[config.mk]
export PLATFORM = sky130hd
export DESIGN_NAME = serial_frame_rx
export DESIGN_NICKNAME = d
export VERILOG_FILES = /design/src/rtl/serial_frame_rx.sv
export SDC_FILE = /design/constraint.sdc
export NUM_CORES = 1
export LEC_CHECK = 0
export CAP_MARGIN = 30
export CORE_MARGIN = 2
export CORE_UTILIZATION = 45
export CTS_CLUSTER_DIAMETER = 40
export DETAILED_ROUTE_END_ITERATION = 8
export GPL_ROUTABILITY_DRIVEN = 0
export MAX_ROUTING_LAYER = met4
export PLACE_DENSITY = 0.69
export SYNTH_ARGS = -nofsm -noshare
export SYNTH_HDL_FRONTEND = slang
export SYNTH_SLANG_ARGS = --single-unit
[constraint.sdc]
create_clock -name clk -period 2.4 [get_ports clk]
set_clock_uncertainty 0.15 [all_clocks]
set_input_delay 0.48 -clock clk [delete_from_list [all_inputs] [get_ports clk]]
set_output_delay 0.48 -clock clk [all_outputs]
set_load 0.05 [all_outputs]
[src/rtl/serial_frame_rx.sv]
// Serial frame receiver: start bit, WIDTH data bits MSB-first, parity bit, stop bit.
// Delivers the word in parallel with one-cycle status pulses and good/bad frame counters.
module serial_frame_rx #(
  parameter int WIDTH      = 8,
  parameter bit PARITY_ODD = 1'b0,
  parameter int CNT_WIDTH  = 8
) (
  input  logic                 clk,
  input  logic                 reset,
  input  logic                 din,
  output logic [WIDTH-1:0]     data_out,
  output logic                 data_valid,
  output logic                 parity_err,
  output logic                 frame_err,
  output logic [CNT_WIDTH-1:0] frame_cnt,
  output logic [CNT_WIDTH-1:0] err_cnt,
  output logic                 busy
);
  localparam int BCW = $clog2(WIDTH);

  typedef enum logic [1:0] {S_IDLE, S_DATA, S_PARITY, S_STOP} state_t;

  state_t               state_q, state_d;
  logic [WIDTH-1:0]     shreg_q, shreg_d;
  logic [BCW-1:0]       bit_cnt_q, bit_cnt_d;
  logic                 par_q, par_d;
  logic [WIDTH-1:0]     data_out_q, data_out_d;
  logic                 valid_q, valid_d;
  logic                 perr_q, perr_d;
  logic                 ferr_q, ferr_d;
  logic [CNT_WIDTH-1:0] fcnt_q, fcnt_d;
  logic [CNT_WIDTH-1:0] ecnt_q, ecnt_d;
  logic                 perr_c, ferr_c;

  always_comb begin
    state_d    = state_q;
    shreg_d    = shreg_q;
    bit_cnt_d  = bit_cnt_q;
    par_d      = par_q;
    data_out_d = data_out_q;
    fcnt_d     = fcnt_q;
    ecnt_d     = ecnt_q;
    valid_d    = 1'b0;
    perr_d     = 1'b0;
    ferr_d     = 1'b0;
    perr_c     = (par_q != ((^shreg_q) ^ PARITY_ODD));
    ferr_c     = din;
    case (state_q)
      S_IDLE: begin
        if (din) begin
          state_d   = S_DATA;
          bit_cnt_d = '0;
        end
      end
      S_DATA: begin
        shreg_d   = {shreg_q[WIDTH-2:0], din};
        bit_cnt_d = bit_cnt_q + BCW'(1);
        if (bit_cnt_q == BCW'(WIDTH-1)) state_d = S_PARITY;
      end
      S_PARITY: begin
        par_d   = din;
        state_d = S_STOP;
      end
      S_STOP: begin
        // A 1 here is the stop slot, never a start bit: always return to idle.
        state_d    = S_IDLE;
        data_out_d = shreg_q;
        perr_d     = perr_c;
        ferr_d     = ferr_c;
        if (!perr_c && !ferr_c) begin
          valid_d = 1'b1;
          fcnt_d  = fcnt_q + CNT_WIDTH'(1);
        end else if (ecnt_q != '1) begin
          ecnt_d = ecnt_q + CNT_WIDTH'(1);
        end
      end
      default: state_d = S_IDLE;
    endcase
  end

  always_ff @(posedge clk or posedge reset) begin
    if (reset) begin
      state_q    <= S_IDLE;
      shreg_q    <= '0;
      bit_cnt_q  <= '0;
      par_q      <= 1'b0;
      data_out_q <= '0;
      valid_q    <= 1'b0;
      perr_q     <= 1'b0;
      ferr_q     <= 1'b0;
      fcnt_q     <= '0;
      ecnt_q     <= '0;
    end else begin
      state_q    <= state_d;
      shreg_q    <= shreg_d;
      bit_cnt_q  <= bit_cnt_d;
      par_q      <= par_d;
      data_out_q <= data_out_d;
      valid_q    <= valid_d;
      perr_q     <= perr_d;
      ferr_q     <= ferr_d;
      fcnt_q     <= fcnt_d;
      ecnt_q     <= ecnt_d;
    end
  end

  assign data_out   = data_out_q;
  assign data_valid = valid_q;
  assign parity_err = perr_q;
  assign frame_err  = ferr_q;
  assign frame_cnt  = fcnt_q;
  assign err_cnt    = ecnt_q;
  assign busy       = (state_q != S_IDLE);
endmodule

# --- After elaboration in Yosys (flattened, before gate mapping) ---
# Index checks and enable logic that the tools add are counted.
op_classes:
  n_reduce_logical: 11
  bitwise: 1
  mux: 9
  n_eq_ne: 8
  n_addsub: 3
op_table:
  columns: ["operator", "n"]
  rows:
  - ["8-bit by 1-bit adder with 8-bit output, second input constant", 2]
  - ["8-bit != test, second input constant", 1]
  - ["2-bit case mux with 4 select lines", 1]
  - ["8-bit parity", 1]
  - ["3-bit case mux with 2 select lines", 1]
  - ["2-bit AND reduction", 3]
  - ["2-bit equality test, second input constant", 2]
  - ["1-bit two-way mux", 4]
  - ["2-bit two-way mux", 2]
  - ["2-bit != test, second input constant", 2]
  - ["2-bit nonzero test", 2]
  - ["3-bit by 1-bit adder with 3-bit output, second input constant", 1]
  - ["3-bit equality test, second input constant", 1]
  - ["3-bit two-way mux", 1]
  - ["3-bit AND reduction", 1]
  - ["2-bit by 1-bit equality test with 1-bit output, second input constant", 1]
  - ["1-bit zero test", 2]
  - ["2-bit zero test", 1]
  - ["1-bit logical AND", 1]
  - ["1-bit != test", 1]
  - ["1-bit NOT", 1]
word_totals:
  output_inout_bits: 28
  wordCells: 42
  register_bits: 41

# --- Logic depth before layout (Yosys ltp) ---
depth:
  depth_word: 6
  depth_mapped: 6

# --- Least setup slack after synthesis ---
# No wires, ideal clock.
synth_path:
  kind: "register to register"
  from: "register ecnt_q[0] (netlist: err_cnt[0])"
  to: "register ecnt_q[1] (netlist: err_cnt[1])"
  t_arrival_ps: 1818
  setup_slack_ps: 307
  stages_incl_launch_ff: 7
  n_path_buf: 0
  period_less_slack_ps: 2093
  t_required_ps: 2125
  cell_sequence: "dfrtp_1 ha_1 nand3_1 nor2_1 nand3_1 nand3_4 mux2_4"
synth_between:
  elab_chain_cells: 2
  word_cells_on_any_way: 3
  classes_between: "add/sub: 1; eq/ne: 1; reduce/logical: 1"
synth_lines:
  columns: ["item", "line", "text"]
  rows:
  - ["start: declaration", "32", "logic [CNT_WIDTH-1:0] ecnt_q, ecnt_d;"]
  - ["start signal: assignment", "103", "ecnt_q <= ecnt_d;"]
  - ["parallel branches: the longest is 2 deep, another holds 8-bit by 1-bit adder with 8-bit output", null, null]
# Parallel ways; which one is timed is not known.
# A chain may end at the register's enable or synchronous reset.

# --- Worst setup path after layout ---
layout_path:
  from: "register fcnt_q[2] (netlist: frame_cnt[2])"
  to: "output frame_cnt[2]"
layout_rtl:
  columns: ["item", "line", "text"]
  rows:
  - ["start: declaration", "31", "logic [CNT_WIDTH-1:0] fcnt_q, fcnt_d;"]
  - ["start signal: assignment", "102", "fcnt_q <= fcnt_d;"]
  - ["end: declaration", "15", "output logic [CNT_WIDTH-1:0] frame_cnt,"]
# No word-level cell between the ends.

==> impl_metrics.tcl <==
set metrics [dict create \
    rows 23 \
    port_buffers 30 \
    synth-seq-cells 41 \
    layout-drive-gt1-share_pct 18.6 \
    drtAntennaViolNets 0 \
    h-tree-depth 2 \
    die_area_mm2 0.00480 \
    antenna_found_initial 0 \
    clock-root-buffer "clkbuf_8" \
    io_pins 31 \
    critical_path.endpoint "frame_cnt[2]" \
    hp-class "flip-flop to flip-flop" \
    cp-startpoint "frame_cnt[2]" \
    hpwl_um 2420 \
    grt_start_max_net_pins 42 \
    clock_path_buffers 2 \
    max_freq_ghz 0.453 \
    die_w_um 69.3 \
    final_cell_area_mm2 0.00237 \
    fin_crit_sh_pct 92.0 \
    synth.area.top_cells "dfrtp_1, mux2_2, xnor2_1" \
    cp_num_buf_inv 1 \
    r2r_end "frame_cnt[1]" \
    post_cts_buffers 0 \
    crit_cells 1 \
    synth_top_cell_area_share_pct 53.5 \
    r2r-start "shreg_q[7]" \
    path_max_fanout 6 \
    grt_pass1_wl_um 5980 \
    cts_tree "built" \
    nets 194 \
    synth_common_cells "dfrtp_1, mux2_2, xnor2_1" \
    max_stage_delay_ns 0.84 \
    crit_slowest_cell "clkdlybuf4s50_1" \
    rsz0062_at_grt "false" \
    max_cap_violations 0 \
    ff2ff_setup_slack_ns 0.22 \
    wirelength_um 3320 \
    fin_crit_ns 2.21 \
    relSlewSlack_pct 65.8 \
    synth.largest_area_cell "dfrtp_1" \
    syn_nets 156 \
    synth_edf_count 0 \
    die_h_um 69.3 \
    dr.pass1.iters 4 \
    synthFlopType "dfrtp_1" \
    yosys.cell_types.count 32 \
    synth_cells 144 \
    yosysSeqAreaShare_pct 53.5 \
    tns_ns 0 \
    max_slew.worst_pin.slew_ns 0.511 \
    r2r_cells 4 \
    yosys_warnings 0 \
    path_delay_family "buffers and inverters" \
    syn2layout_area_growth_pct 23.4 \
    cts_resized 0 \
    via_count 1200 \
    cts_buffers 5 \
    drt_iter0_markers 41 \
    status "completed" \
    grtUsageTotal_pct 15.9 \
    overflow 0 \
    yosysMostFrequentCell "dfrtp_1" \
    antennaDiodeCount 0 \
    cts-hold-fix-buffers 0 \
    dpl_cell_area_mm2 0.00229 \
    syn_area_mm2 0.00192 \
    cp.arrival_ns 1.58 \
    drc 0 \
    insertion_delay_ns 0.28 \
    grt_pass1_vias 1278 \
    async_reset_ff_share_pct 100 \
    routedWlPerCell_um 14.2 \
    cts.sinks 41 \
    crit_path_end_kind "primary output" \
    start_kind "flip-flop" \
    required_ns 1.77 \
    finalSetupViolCount 0 \
    slew_viol_final 0 \
    crit_chain "clkdlybuf4s50_1" \
    core_area_mm2 0.00406 \
    vias_per_cell 5.15 \
    hold_viol 0 \
    postSynthAreaPerCell_um2 13.3 \
    clk_pin_slew_ns 0.07 \
    critPathKind "flip-flop to primary output" \
    fillers 327 \
    initial_core_util_pct 47.3 \
]
==> flip-flops by register name (all words and copies together) (netlist names) <==
| name | flops |
|---|---|
| state_q | 2 |
| frame_cnt | 8 |
| data_out | 8 |
| shreg_q | 8 |
| parity_err | 1 |
| bit_cnt_q | 3 |
| frame_err | 1 |
| data_valid | 1 |
| err_cnt | 8 |
| par_q | 1 |
==> per-layer routing <==
layer	vias up	part of all wire [%]	GRT usage (%)
met5	-	0	-
met4	0	1.1	4.58
met3	4	4.0	3.49
met2	24	49	25.2
met1	595	46	20.6
li1	577	-	-
==> kinds of logic after synthesis <==
family	after synthesis	synth area share, %
compound gates	11	3.91
flops	41	53.5
mux	21	13.7
buf+inv	9	2.28
simple gates	34	10.6
xor+xnor	19	10.2
fa+ha+maj	9	5.87
==> layout by cell type (no fill, tap or decap), types with 2 or more instances in the layout <==
cell type	n
a32o_1	2
and2_1	3
and4_1	2
buf_4	5
clkbuf_1	3
clkbuf_8	5
clkdlybuf4s50_1	29
dfrtp_1	41
ha_1	9
inv_1	6
mux2_2	18
mux2i_4	2
nand2_1	8
nand3_1	4
nand4_1	7
nor2_1	3
o21ai_0	5
xnor2_1	14
xor2_1	3
==> cell type report <==
cell class	instances	area (µm²)	share of cell area, %
well taps	50	62.6	2.64
repair buffers	34	328	13.8
flip-flops and latches	41	1030	43.3
inverters	6	22.5	0.951
multi-input cells	94	848	35.8
clock buffers	8	80.1	3.38
==> worst min path at each step <==
stage / cells past startpoint / endpoint / slack (ns) / start
floorplan: 1 / bit_cnt_q[0] / 0.31 / bit_cnt_q[0]
global placement: 1 / frame_cnt[7] / 0.32 / frame_cnt[7]
detailed placement: 1 / frame_cnt[7] / 0.32 / frame_cnt[7]
CTS: 1 / frame_cnt[7] / 0.33 / frame_cnt[7]
global route: 1 / frame_cnt[7] / 0.34 / frame_cnt[7]
finish: 1 / frame_cnt[7] / 0.33 / frame_cnt[7]
==> stage by stage <==
stage / hold WS (ns) / cells / worst slack (ns) / util [%]
6_report: 0.334 / 233 / 0.193 / 58.3
3_3_place_gp: 0.320 / 225 / 0.0576 / 56.4
5_1_grt: 0.341 / 233 / 0.105 / 58.3
3_5_place_dp: 0.316 / 225 / 0.0343 / 56.4
4_1_cts: 0.334 / 233 / 0.182 / 58.3
2_1_floorplan: 0.313 / 144 / 0.307 / -
Power is not shown: default switching activity piles up to over one toggle a cycle in this logic, so the estimate is an artifact.
==> RTL change 1, RTL diff (config.mk and constraints unchanged) <==
Take the reset off `shreg_q` and `data_out_q` and load them in a clocked block of their own.
--- a/src/rtl/serial_frame_rx.sv
+++ b/src/rtl/serial_frame_rx.sv
@@ -82,8 +82,6 @@
     if (reset) begin
       state_q    <= S_IDLE;
-      shreg_q    <= '0;
       bit_cnt_q  <= '0;
       par_q      <= 1'b0;
-      data_out_q <= '0;
       valid_q    <= 1'b0;
       perr_q     <= 1'b0;
@@ -93,8 +91,6 @@
     end else begin
       state_q    <= state_d;
-      shreg_q    <= shreg_d;
       bit_cnt_q  <= bit_cnt_d;
       par_q      <= par_d;
-      data_out_q <= data_out_d;
       valid_q    <= valid_d;
       perr_q     <= perr_d;
@@ -103,4 +99,9 @@
       ecnt_q     <= ecnt_d;
     end
+  end
+
+  always_ff @(posedge clk) begin
+    shreg_q    <= shreg_d;
+    data_out_q <= data_out_d;
   end
 
Behaviour: no difference found for any inputs over 10 cycles, from zero or initial values and one cycle with reset high; that may be too few to reach the edited logic, so the function may still have changed.
==> RTL change 1 against the unedited design <==
- non-clock buffer count decreased by 1
- routed wire length decreased by 9.3%
- setup slack improved by 0.011 ns
- worst hold slack improved by 0.0010 ns
- cell area decreased by 2.2%
- sequential cell count unchanged
- area after synthesis decreased by 5.6%
- critical path type unchanged
- highest routed layer unchanged
==> RTL change 1: results (changes against the unedited design) <==
busiest metal layer after global routing met2; syn_nets 139 (-11%); first-pass GRT wire length 5.043 mm (-16%); DR WL met3 140 um (+5.3%); ClkCell Share 5.781% (+2.4 points); outcome finished, final reports clean; Initial DRC Count 89 (+120%); worst setup margin 0.2042 ns (+0.01105 ns); met3 usage 5.667% (+2.2 points); largest cells by area after synthesis dfrtp_1 (35%), edfxtp_1 (27%), xnor2_1 (6.3%); multi-input combinational area share 28.80% (-7.0 points); met2 wire length 1.555 mm (-4.5%); EDFF count, synth 16 (+16); synthesized area 1810 um2 (-5.6%); Syn Area/Cell 14.26 um2 (+7.0%); gr usage total 15.88% (about the same); crit path capture err_cnt[2]; asr flop ratio synth 60.98% (-39 points); Rel. slew slack 66.43% (+0.63 points); nonclk buf count 33 (-2.9%); DPL Wire Length 2.121 mm (-12%); DP Area 2182 um2 (-4.6%); post-route met1 wirelength 1.293 mm (-15%); Seq area share 47.76% (+4.4 points); share of cells above drive strength 1 13.77% (-4.8 points); multi-input gates 78 (-17%); post-place setup slack 0.06594 ns (+0.03167 ns); Via density 5.106 (-0.86%); largest net degree at the start of global routing 26 (-38%); Layout Cells excl Fill 217 (-6.9%); R2R cell count 5 (+1); Inserted Diodes 0 (unchanged); fraction of area in non-clock buffers 13.83% (-0.017 points); worst hold margin 0.3352 ns (+0.001016 ns); fillers 312 (-4.6%); Critical R2R Capture err_cnt[1]; most common library cells after synthesis dfrtp_1 (25), edfxtp_1 (16), xnor2_1 (13); register area share after synthesis 61.09% (+7.6 points); crit-path max FO 6 (unchanged); vias in the first global route 1,135 (-11%); M1 GR Usage 17.96% (-2.6 points); inverter count 7 (+1)
-- RTL change 1: cell types whose count changed in the layout (fill, tap and decap cells not counted), sizes merged, moves of 2 or more --
cell	unedited run	this run
nor3	0	3
edfxtp	0	16
dfrtp	41	25
mux2	19	3
bufinv	0	2
clkbuf	8	5
and2	3	1
-- RTL change 1: kinds of logic after synthesis --
group / Yosys count / synth area share [%]
compound gates: 10 / 3.524
buf+inv: 8 / 2.073
flops: 41 / 61.09
xor+xnor: 19 / 10.85
mux: 5 / 4.561
fa+ha+maj: 9 / 6.220
simple gates: 35 / 11.68
-- RTL change 1: power by group --
| part | switching (uW) | leakage, uW | total (uW) | internal [uW] |
|---|---|---|---|---|
| Sequential | 183 | 0.000470 | 1180 | 1000 |
| Combinational | 1000 | 0.000411 | 1690 | 687 |
| Clock | 235 | 0.0000681 | 648 | 413 |
| Total | 1420 | 0.000949 | 3520 | 2100 |
==> RTL change 2, RTL diff (same settings) <==
Without the edit above. `PARITY_ODD`: 1'b0 -> 1'b1.
--- a/src/rtl/serial_frame_rx.sv
+++ b/src/rtl/serial_frame_rx.sv
@@ -3,5 +3,5 @@
 module serial_frame_rx #(
   parameter int WIDTH      = 8,
-  parameter bit PARITY_ODD = 1'b0,
+  parameter bit PARITY_ODD = 1'b1,
   parameter int CNT_WIDTH  = 8
 ) (
Formal check against the unedited RTL: same outputs for any inputs over 10 cycles, from zero or initial values and one cycle with reset high; that may be too few to reach the edited logic, so the function may still have changed.
==> RTL change 2 against the unedited design <==
- non-clock buffer count grew 4
- via count grew 2.8%
- routed wire length rose by 2.3%
- critical path depth rose by 4
- sequential cell count unchanged
- area after synthesis down 1.9%
- cell area rose by 2.0%
- setup slack worse by 0.16 ns
- critical endpoint is now err_cnt[1]
Power is not shown: default switching activity piles up to over one toggle a cycle in this logic, so the estimate is an artifact.
==> RTL change 2: results (changes against the unedited design) <==
asr flop ratio synth 100.0% (unchanged); cell family contributing the most delay on the critical path multiplexers; R2R cell count 5 (+1); Critical R2R Launch shreg_q[2]; fillers 307 (-6.1%); Initial DRC Count 111 (+170%); register area share after synthesis 54.52% (+1.0 points); share of cells above drive strength 1 22.34% (+3.8 points); syn_nets 158 (+1.3%); Synth cell types 27 (-16%); Via density 5.181 (+0.59%); CP Class flip-flop to flip-flop; outcome finished, final reports clean; input/output buffers 30 (unchanged); Rel. slew slack 65.89% (+0.080 points); Nets 199 (+2.6%); largest net degree at the start of global routing 42 (unchanged); hold crit path type flip-flop to flip-flop; initial antenna violation count 0 (unchanged); worst hold margin 0.3317 ns (-0.002524 ns); cell at the slowest stage of the critical path xnor3_1; Critical R2R Capture err_cnt[1]; fmax 0.4226 GHz (-6.7%); CP max stage delay 0.46 ns (-0.38 ns); crit-path max FO 5 (-1); DR pass1 iterations 4 (unchanged); vias in the first global route 1,283 (+0.39%); largest cells by area after synthesis dfrtp_1 (55%), mux2_2 (11%), ha_1 (6.0%); final wirelength 3.396 mm (+2.3%); Reg clk slew, reported paths 0.08 ns; hold endpoint frame_cnt[7]; CP arrival 2.40 ns (+0.82 ns); most common library cells after synthesis dfrtp_1 (41), mux2_2 (19), nand2_1 (12), xnor2_1 (12), ha_1 (9); root buffer cell clkbuf_8; gr usage total 17.69% (+1.8 points); Hold Path Cell Cnt 1 (unchanged); DPL Wire Length 2.378 mm (-1.7%); first-pass GRT wire length 5.782 mm (-3.3%); flop2flop setup slack 0.03 ns (-0.19 ns)
## RTL change 2: layout make-up
class                      count  area (um2)  area share (%)
clock buffer                   6       82.58           3.421
multi-input combinational     95       824.5           34.16
sequential                    41        1026           42.51
inverter                       6       22.52          0.9331
tap                           50       62.56           2.592
timing repair buffer          38       357.8           14.83
clock inverter                 2       37.54           1.555
## RTL change 2: worst max-delay path by stage
| stage | endpoint | slack (ns) | depth (start not counted) |
|---|---|---|---|
| after floorplan | err_cnt[1] | 0.11 | 5 |
| after global placement | err_cnt[1] | 0.009 | 5 |
| after detailed placement | err_cnt[1] | -0.01 | 5 |
| after CTS | err_cnt[1] | 0.02 | 5 |
| after global routing | err_cnt[1] | -0.04 | 5 |
| final | err_cnt[1] | 0.03 | 5 |
## RTL change 2: per-stage QoR
stage | instance area (um2) | setup slack, ns | setup TNS (ns) | instances
6_report | 2414 | 0.03392 | 0 | 238
5_1_grt | 2414 | -0.04058 | -0.04492 | 238
4_1_cts | 2377 | 0.01698 | 0 | 235
3_5_place_dp | 2257 | -0.01423 | -0.01423 | 227
3_3_place_gp | 2257 | 0.008861 | 0 | 227
2_1_floorplan | 1882 | 0.1140 | 0 | 146
## RTL change 2: cell families (layout without fill, tap and decap cells)
logic type / after synthesis / in the layout / synth area share, %
AOI/OAI and AO/OA: 9 / 9 / 3.192
DFF: 41 / 41 / 54.52
buffers and inverters: 10 / 52 / 2.393
and+or+nand+nor: 37 / 37 / 10.64
xor gates and xnor gates: 19 / 19 / 10.31
adders and majority gates: 9 / 9 / 5.984
muxes: 21 / 21 / 12.97
## RTL change 2: metal layers
metal | global-route usage [%] | vias to the layer above | part of all wire (%)
met5 | - | - | 0
met4 | 6.250 | 0 | 1.1
met3 | 6.494 | 4 | 5.5
met2 | 28.73 | 36 | 51
met1 | 20.11 | 611 | 43
li1 | - | 582 | -
## RTL change 2: timing repair
action | in CTS | in global routing
endpoints found under the setup margin | 0 | 3
gates resized for setup | 0 | 2
hold buffers | 0 | 0
setup buffers | 0 | 3
## RTL change 2: worst register-to-register path: cells and delay by family (launching register included)
| family | cells | cell delay (ns) |
|---|---|---|
| muxes | 2 | 0.65 |
| and+or+nand+nor | 1 | 0.40 |
| DFF | 1 | 0.42 |
| xor gates and xnor gates | 2 | 0.64 |
